File: config.mk
export PLATFORM = sky130hd
export DESIGN_NAME = bus_arbiter8
export DESIGN_NICKNAME = d
export VERILOG_FILES = /design/src/rtl/bus_arbiter8_pkg.sv /design/src/rtl/DMux8Way.sv /design/src/rtl/Mux8Way16.sv /design/src/rtl/bus_arbiter8_rr_pick.sv /design/src/rtl/bus_arbiter8.sv
export SDC_FILE = /design/constraint.sdc
export NUM_CORES = 1
export LEC_CHECK = 0
export ABC_AREA = 1
export ABC_CLOCK_PERIOD_IN_PS = 4270
export BUFFER_PORTS_ARGS = -buffer_cell sky130_fd_sc_hd__buf_2
export CAP_MARGIN = 20
export CORE_AREA = 2 2 96 70
export CTS_BUF_LIST = sky130_fd_sc_hd__clkbuf_2 sky130_fd_sc_hd__clkbuf_4 sky130_fd_sc_hd__clkbuf_8
export DETAILED_ROUTE_END_ITERATION = 7
export DIE_AREA = 0 0 98 72
export PLACE_DENSITY = 0.82
export SLEW_MARGIN = 20
export SYNTH_ARGS = -nofsm -noshare
export SYNTH_HDL_FRONTEND = slang
export SYNTH_SLANG_ARGS = --single-unit
File: constraint.sdc
create_clock -name clock -period 4.27 [get_ports clock]
set_clock_uncertainty 0.1 [all_clocks]
set_input_delay 0.854 -clock clock [delete_from_list [all_inputs] [get_ports clock]]
set_output_delay 0.854 -clock clock [all_outputs]
set_load 0.03 [all_outputs]
File: src/rtl/bus_arbiter8_pkg.sv
// Shared constants, state encoding and data_in slicing helper for the
// 8-way round-robin bus arbiter.
package bus_arbiter8_pkg;

  localparam int N_REQ = 8;
  localparam int W     = 16;

  typedef enum logic {
    IDLE  = 1'b0,
    GRANT = 1'b1
  } state_t;

  // Requester i owns bits [W*i +: W] of the packed data_in bus.
  function automatic logic [W-1:0] word_of(input logic [N_REQ*W-1:0] data,
                                           input logic [2:0]         idx);
    return data[idx*W +: W];
  endfunction

endpackage

File: src/rtl/DMux8Way.sv
// 1-bit 8-way demultiplexer: routes 'in' to the output selected by sel.
module DMux8Way (
  input  logic       in,
  input  logic [2:0] sel,
  output logic       a,
  output logic       b,
  output logic       c,
  output logic       d,
  output logic       e,
  output logic       f,
  output logic       g,
  output logic       h
);

  assign a = in & (sel == 3'd0);
  assign b = in & (sel == 3'd1);
  assign c = in & (sel == 3'd2);
  assign d = in & (sel == 3'd3);
  assign e = in & (sel == 3'd4);
  assign f = in & (sel == 3'd5);
  assign g = in & (sel == 3'd6);
  assign h = in & (sel == 3'd7);

endmodule

File: src/rtl/Mux8Way16.sv
// 8-way 16-bit word multiplexer from the shared datapath primitive set.
module Mux8Way16 (
  input  logic [15:0] a,
  input  logic [15:0] b,
  input  logic [15:0] c,
  input  logic [15:0] d,
  input  logic [15:0] e,
  input  logic [15:0] f,
  input  logic [15:0] g,
  input  logic [15:0] h,
  input  logic [2:0]  sel,
  output logic [15:0] out
);

  always_comb begin
    out = a;
    case (sel)
      3'd0: out = a;
      3'd1: out = b;
      3'd2: out = c;
      3'd3: out = d;
      3'd4: out = e;
      3'd5: out = f;
      3'd6: out = g;
      3'd7: out = h;
      default: out = a;
    endcase
  end

endmodule

File: src/rtl/bus_arbiter8_rr_pick.sv
// Round-robin pick: first set bit of req searching ptr+1 .. ptr+8 (mod 8).
module rr_pick (
  input  logic [7:0] req,
  input  logic [2:0] ptr,
  output logic [2:0] idx,
  output logic       any
);

  logic [15:0] dbl;
  logic [7:0]  rot;
  logic [3:0]  shamt;
  logic [2:0]  off;

  // Rotate so the candidate after ptr lands at bit 0, encode, rotate back.
  assign shamt = {1'b0, ptr} + 4'd1;
  assign dbl   = {req, req} >> shamt;
  assign rot   = dbl[7:0];
  assign any   = |req;

  always_comb begin
    off = 3'd0;
    for (int j = 7; j >= 0; j--) begin
      if (rot[j]) off = 3'(j);
    end
  end

  assign idx = ptr + 3'd1 + off;

endmodule

File: src/rtl/bus_arbiter8.sv
// Round-robin arbiter sharing one 16-bit bus among 8 requesters with a
// bounded burst per grant and a registered output word.
module bus_arbiter8
  import bus_arbiter8_pkg::*;
#(
  parameter int unsigned MAX_HOLD = 4
) (
  input  logic               clock,
  input  logic               reset_n,
  input  logic [N_REQ-1:0]   req,
  input  logic [N_REQ*W-1:0] data_in,
  output logic [N_REQ-1:0]   grant,
  output logic               gnt_valid,
  output logic [2:0]         gnt_idx,
  output logic [W-1:0]       out,
  output logic               out_valid
);

  localparam logic [3:0] MAX_HOLD_C = 4'(MAX_HOLD);

  state_t         state_q, state_d;
  logic [3:0]     cnt_q, cnt_d;
  logic [2:0]     ptr_q, ptr_d;
  logic [2:0]     gnt_idx_q, gnt_idx_d;
  logic [W-1:0]   out_q, out_d;
  logic           out_valid_q, out_valid_d;

  logic [2:0]     pick_ptr;
  logic [2:0]     pick_idx;
  logic           pick_any;
  logic           release_now;
  logic [W-1:0]   sel_word;

  // In GRANT the search resumes just after the current owner.
  assign pick_ptr = (state_q == GRANT) ? gnt_idx_q : ptr_q;

  rr_pick u_pick (
    .req (req),
    .ptr (pick_ptr),
    .idx (pick_idx),
    .any (pick_any)
  );

  Mux8Way16 u_mux (
    .a   (word_of(data_in, 3'd0)),
    .b   (word_of(data_in, 3'd1)),
    .c   (word_of(data_in, 3'd2)),
    .d   (word_of(data_in, 3'd3)),
    .e   (word_of(data_in, 3'd4)),
    .f   (word_of(data_in, 3'd5)),
    .g   (word_of(data_in, 3'd6)),
    .h   (word_of(data_in, 3'd7)),
    .sel (gnt_idx_q),
    .out (sel_word)
  );

  DMux8Way u_dmux (
    .in  (state_q == GRANT),
    .sel (gnt_idx_q),
    .a   (grant[0]),
    .b   (grant[1]),
    .c   (grant[2]),
    .d   (grant[3]),
    .e   (grant[4]),
    .f   (grant[5]),
    .g   (grant[6]),
    .h   (grant[7])
  );

  assign release_now = !req[gnt_idx_q] || (cnt_q == MAX_HOLD_C);

  always_comb begin
    state_d   = state_q;
    cnt_d     = cnt_q;
    ptr_d     = ptr_q;
    gnt_idx_d = gnt_idx_q;
    case (state_q)
      IDLE: begin
        if (pick_any) begin
          gnt_idx_d = pick_idx;
          cnt_d     = 4'd1;
          state_d   = GRANT;
        end
      end
      GRANT: begin
        if (!release_now) begin
          cnt_d = cnt_q + 4'd1;
        end else if (pick_any) begin
          ptr_d     = gnt_idx_q;
          gnt_idx_d = pick_idx;
          cnt_d     = 4'd1;
        end else begin
          ptr_d   = gnt_idx_q;
          cnt_d   = 4'd0;
          state_d = IDLE;
        end
      end
      default: state_d = IDLE;
    endcase
  end

  // The bus word trails the grant by one edge and holds when not refreshed.
  always_comb begin
    out_valid_d = (state_q == GRANT) && req[gnt_idx_q];
    out_d       = out_valid_d ? sel_word : out_q;
  end

  always_ff @(posedge clock or negedge reset_n) begin
    if (!reset_n) begin
      state_q     <= IDLE;
      cnt_q       <= 4'd0;
      ptr_q       <= 3'd7;
      gnt_idx_q   <= 3'd0;
      out_q       <= '0;
      out_valid_q <= 1'b0;
    end else begin
      state_q     <= state_d;
      cnt_q       <= cnt_d;
      ptr_q       <= ptr_d;
      gnt_idx_q   <= gnt_idx_d;
      out_q       <= out_d;
      out_valid_q <= out_valid_d;
    end
  end

  assign gnt_valid = (state_q == GRANT);
  assign gnt_idx   = gnt_idx_q;
  assign out       = out_q;
  assign out_valid = out_valid_q;

endmodule

Word level (Yosys, flattened, before mapping)
Index checks and enable logic that the tools add are counted.
{ "word_totals": {"regBits": 28, "elab_cells": 59} }
{ "classes": {"n_addsub": 4, "order_cmp": 1, "eq_ne": 10, "shift": 1, "muxes": 22, "n_bitwise": 9, "n_reduce_logical": 6} }
{ "ops": {"columns": ["operator", "count"], "rows": [
  ["16-bit case mux with 8 select lines", 1],
  ["3-bit two-way mux", 11],
  ["16-bit by 4-bit right shift with 8-bit output", 1],
  ["3-bit equality test (second input constant)", 4],
  ["1-bit AND", 8],
  ["4-bit two-way mux", 2],
  ["4-bit case mux with 2 select lines", 1],
  ["8-bit OR reduction", 1],
  ["3-bit by 2-bit equality test with 1-bit output (second input constant)", 2],
  ["3-bit case mux with 2 select lines", 1],
  ["3-bit by 1-bit adder with 4-bit output (second input constant)", 1],
  ["4-bit by 1-bit adder with 4-bit output (second input constant)", 1],
  ["4-bit by 3-bit equality test with 1-bit output (second input constant)", 1],
  ["3-bit by 4-bit less-than comparator with 1-bit output (second input constant)", 1],
  ["1-bit two-way mux", 4],
  ["3-bit by 1-bit adder with 3-bit output (second input constant)", 1],
  ["3-bit adder", 1],
  ["1-bit binary-select mux with 3-bit select", 1],
  ["3-bit by 1-bit equality test with 1-bit output (second input constant)", 1],
  ["3-bit logical NOT", 1],
  ["2-bit by 1-bit != test with 1-bit output (second input constant)", 1],
  ["2-bit != test (second input constant)", 1],
  ["1-bit case mux with 2 select lines", 1],
  ["2-bit AND reduction", 1],
  ["other kinds (4)", 4]
]} }

Depth between registers and ports, before layout
{ "depth": {"word_depth": 15, "depth_mapped": 23} }

Hierarchy
From an unflattened synthesis, not the netlist that was laid out.
{ "hier_totals": {"hier_cells": 542, "area_unflattened_um2": 3325.7} }
{ "modules_own_cells": {"columns": ["module", "instances", "cells_per_inst", "area_each_um2", "seq_area_each_um2"], "rows": [
  ["Mux8Way16", 1, 275, 1385.1, 0.0],
  ["bus_arbiter8", 1, 157, 1373.8, 704.4],
  ["rr_pick", 1, 93, 503.0, 0.0],
  ["DMux8Way", 1, 17, 63.8, 0.0]
]} }

Worst setup path before layout
OpenSTA, ideal clock, no wires.
{ "synth_timing": {"path_kind": "register to register", "start": "register state_q (netlist: gnt_valid)", "end": "register gnt_idx_q[2] (netlist: gnt_idx[2])", "setup_ns": 0.118, "arrival_ns": 2.671, "required_time_ns": 4.052, "setup_slack_ns": 1.381, "stages_incl_launch_ff": 23, "cell_sequence": "dfrtp_1 -> buf_6 -> nand2_1 -> buf_2 -> nand3_1 -> nand3_1 -> nand2_1 -> nand2_1 -> nand2_1 -> inv_1 -> nand2_1 -> nand2_1 -> nand2_1 -> nand2_1 -> nand2_1 -> nand2_1 -> ha_1 -> fa_1 -> xor2_1 -> inv_1 -> nand3_1 -> nand3_1 -> nand2_1"} }
{ "synth_via": {"elab_chain_len": 15, "elab_cells_between_ends": 18, "cone_classes": "3 x add/sub; 1 x eq/ne; 1 x shift; 12 x mux; 1 x bitwise"} }
{ "synth_rtl": {"columns": ["element", "line", "text"], "rows": [
  ["start: declaration", "bus_arbiter8.sv:21", "state_t state_q, state_d;"],
  ["start signal: assignment", "bus_arbiter8.sv:117", "state_q <= state_d;"],
  ["3-bit two-way mux", "bus_arbiter8.sv:35", "assign pick_ptr = (state_q == GRANT) ? gnt_idx_q : ptr_q;"],
  ["3-bit by 1-bit adder with 4-bit output", "bus_arbiter8_rr_pick.sv:15", "assign shamt = {1'b0, ptr} + 4'd1;"],
  ["16-bit by 4-bit right shift with 8-bit output", "bus_arbiter8_rr_pick.sv:16", "assign dbl = {req, req} >> shamt;"],
  ["3-bit two-way mux (8 in series)", "bus_arbiter8_rr_pick.sv:23", "if (rot[j]) off = 3'(j);"],
  ["3-bit adder", "bus_arbiter8_rr_pick.sv:27", "assign idx = ptr + 3'd1 + off;"],
  ["3-bit two-way mux", "bus_arbiter8.sv:79, bus_arbiter8.sv:88", null],
  ["3-bit two-way mux", "bus_arbiter8.sv:86", "if (!release_now) begin"],
  ["3-bit case mux with 2 select lines", "bus_arbiter8.sv:77", "case (state_q)"],
  ["end signal: assignment", "bus_arbiter8.sv:120", "gnt_idx_q <= gnt_idx_d;"],
  ["end: declaration", "bus_arbiter8.sv:24", "logic [2:0] gnt_idx_q, gnt_idx_d;"]
]} }
Several ways; a longest one is shown, not always the timed one. The select of a mux whose other input is x is not followed.
A chain may end at the register's enable or synchronous reset.

Worst setup path in the final report
Same ends and word-level chain as after synthesis.

==> impl_metrics.json <==
{
  "status": "finished, final reports clean",
  "insertion_delay_ns": 0.28,
  "cp_max_fo": 17,
  "fp.dieW_um": 98,
  "drt-total-wl_mm": 10.7,
  "grt_pass1_wl_mm": 17.4,
  "worst-setup-path-type": "flop to flop",
  "vdd_drop_max_mv": 0.372,
  "worstPathArrival_ns": 3.51,
  "drive_above_1_share": 0.344,
  "drt_iter0_markers": 339,
  "finalPower_mw": 2.75,
  "vias_per_cell": 5.49,
  "fillers": 611,
  "finalNonFillerCells": 656,
  "floorplan.initialDensity": 0.442,
  "crit_top_cell": "nand2_1",
  "final_common_cell": "buf_2",
  "synth_area_leaders": "dfrtp_1 23%, nand2_1 22%, nand3_1 10%",
  "synth_warnings": 0,
  "cellPowerDensity_nw_per_um2": 777,
  "grt_max_degree": 29,
  "synth.yosys.seq_area_share": 0.261,
  "synth-seq-cells": 28,
  "grt_usage": 0.305,
  "io_buffers": 166,
  "cts_hold_buf": 0,
  "p_leak_nw": 2.05,
  "slew_violations": 0,
  "dieHeight_um": 72,
  "num_io_pins": 167,
  "dp.cells": 652,
  "placement_rows": 24,
  "netlist_area_um2": 2700,
  "finalInstanceArea_um2": 3540,
  "firstDrtPassIters": 5,
  "mostFrequentLayoutCells": "166 x buf_2, 156 x nand2_1, 54 x nand3_1",
  "crit_path_end_kind": "flop",
  "grt_antenna_before_repair": 0,
  "syn_nets": 574,
  "cts_setup_buffers": 0,
  "crit_path_start_kind": "flop",
  "gp_congestion": 1.01,
  "fin_ws_ns": 0.835,
  "postRouteAntennaNets": 0,
  "period_share": 0.804,
  "avgSynthCellArea_um2": 6.24,
  "dpl-instance-area_um2": 3480,
  "path_cells": "inv_4 > nor2_1 > nor2_1 > inv_2 > nand3_1 > nand2_1 > inv_1 > nand2_1 > nand2_1 > nand2_1 > nand2_1 > nand2_1 > ha_1 > fa_1 > xor2_1 > inv_1 > nand3_1 > nand3_1 > nand2_1",
  "diodes": 0,
  "regArea_um2": 704,
  "netlist.area_leader.share": 0.232,
  "finalSetupTns_ns": 0,
  "dpl_worst_slack_ns": 0.904,
  "worstMarginPinSlew_ns": 0.783,
  "cts_buffers": 3,
  "root_buffer": "clkbuf_8",
  "setup-violations-final": 0,
  "grt_pass1_vias": 3431,
  "slowest_delay_ns": 0.57,
  "drv_cap": 0,
  "finalHoldViolations": 0,
  "wl_per_cell_um": 16.3,
  "relSlewSlack": 0.477,
  "ys_async_sr_fraction": 1.00,
  "fin_worst_hold_slack_ns": 0.396,
  "netlist_instances": 432,
  "cts.clk_slew.worst_paths_ns": 0.10,
  "cts_sinks": 28,
  "coreArea_um2": 6100,
  "cts_tree": "yes",
  "synth_top_flop_cell": "dfrtp_1",
  "grt.overflow.total": 0,
  "min_path_type": "flop to flop",
  "vias": 3599,
  "synth_edf_count": 0,
  "clk_path_buf_depth": 2,
  "fmax_mhz": 291,
  "yosysUniqueCellTypes": 36,
  "die-area_um2": 7060,
  "area_growth_pct": 31.3,
  "required_ns": 4.35,
  "cts_resized": 0,
  "multi_input_area_um2": 1690,
  "slowest_stage": "nor2_1",
  "fin_crit_ns": 3.43,
  "drc": 0,
  "fin_util": 0.581,
  "nets": 721,
  "place_hpwl_mm": 8.71,
  "rsz0062_at_grt": "no",
  "synth_top_area_cell": "dfrtp_1",
  "cts-htree-levels": 1
}
## synth_stat cells, types with 4 or more instances
cell type and count:
a21oi_1 12, buf_2 12, o21ai_0 16, a22o_1 4
inv_1 30, o21ai_1 6, nand2_1 156, inv_2 10
nor2_1 28, nand3_1 54, a31o_2 6, buf_4 9
a221oi_1 20, a22oi_1 8, dfrtp_1 25
## cell families (layout without fill, tap and decap cells)
logic type | count (synthesis) | count (layout) | synth area share
AOI/OAI and AO/OA | 83 | 83 | 0.213
and+or+nand+nor | 248 | 248 | 0.381
buffers and inverters | 66 | 212 | 0.114
DFF | 28 | 28 | 0.261
adders and majority gates | 4 | 4 | 0.0213
xor gates and xnor gates | 3 | 3 | 0.00975
## flip-flops by register name, summed over array words and instances (netlist names)
| register | cells |
|---|---|
| cnt_q | 4 |
| ptr_q | 3 |
| gnt_valid | 1 |
| gnt_idx | 3 |
| out | 16 |
| out_valid | 1 |
## final cells by class
type | instances | share of cell area
clock buffers | 4 | 0.0156
inverters | 41 | 0.0442
multi-input cells | 338 | 0.477
flip-flops and latches | 28 | 0.199
well taps | 78 | 0.0276
repair buffers | 167 | 0.237
## metal layers
layer	up-vias	global-route usage	share of wire	wire length, um
met5	-	0	0	0
met4	0	0.103	0.022	231
met3	27	0.0732	0.11	1160
met2	216	0.480	0.44	4750
met1	1615	0.417	0.43	4570
li1	1741	-	-	-
## critical path, delay by kind of cell (launching register included)
| kind | cells | cell delay (ns) |
|---|---|---|
| AND/OR/NAND/NOR | 12 | 1.32 |
| adder cells (fa/ha/maj) | 2 | 0.62 |
| buffers and inverters | 4 | 0.59 |
| flip-flops | 1 | 0.52 |
| XOR/XNOR | 1 | 0.18 |
## power by group
part	internal [mW]	switching, mW	total (mW)	leakage (nW)
logic	0.671	1.39	2.06	1.68
clock network	0.0828	0.0882	0.171	0.0288
registers	0.411	0.114	0.525	0.339
total	1.16	1.59	2.75	2.05
## worst paths after layout
kind	startpoint	endpoint	slack, ns	cells past startpoint
worst max-delay path	gnt_valid	gnt_idx[2]	0.84	19
worst min-delay path	out[11]	out[11]	0.40	2
worst max register to register	gnt_valid	gnt_idx[2]	0.84	19
worst min register to register	out[11]	out[11]	0.40	2
max in group asynchronous	reset_n	cnt_q[0]	3.17	1
min in group asynchronous	reset_n	gnt_valid	0.48	1
No activity file was read; power rests on OpenSTA's default activity.
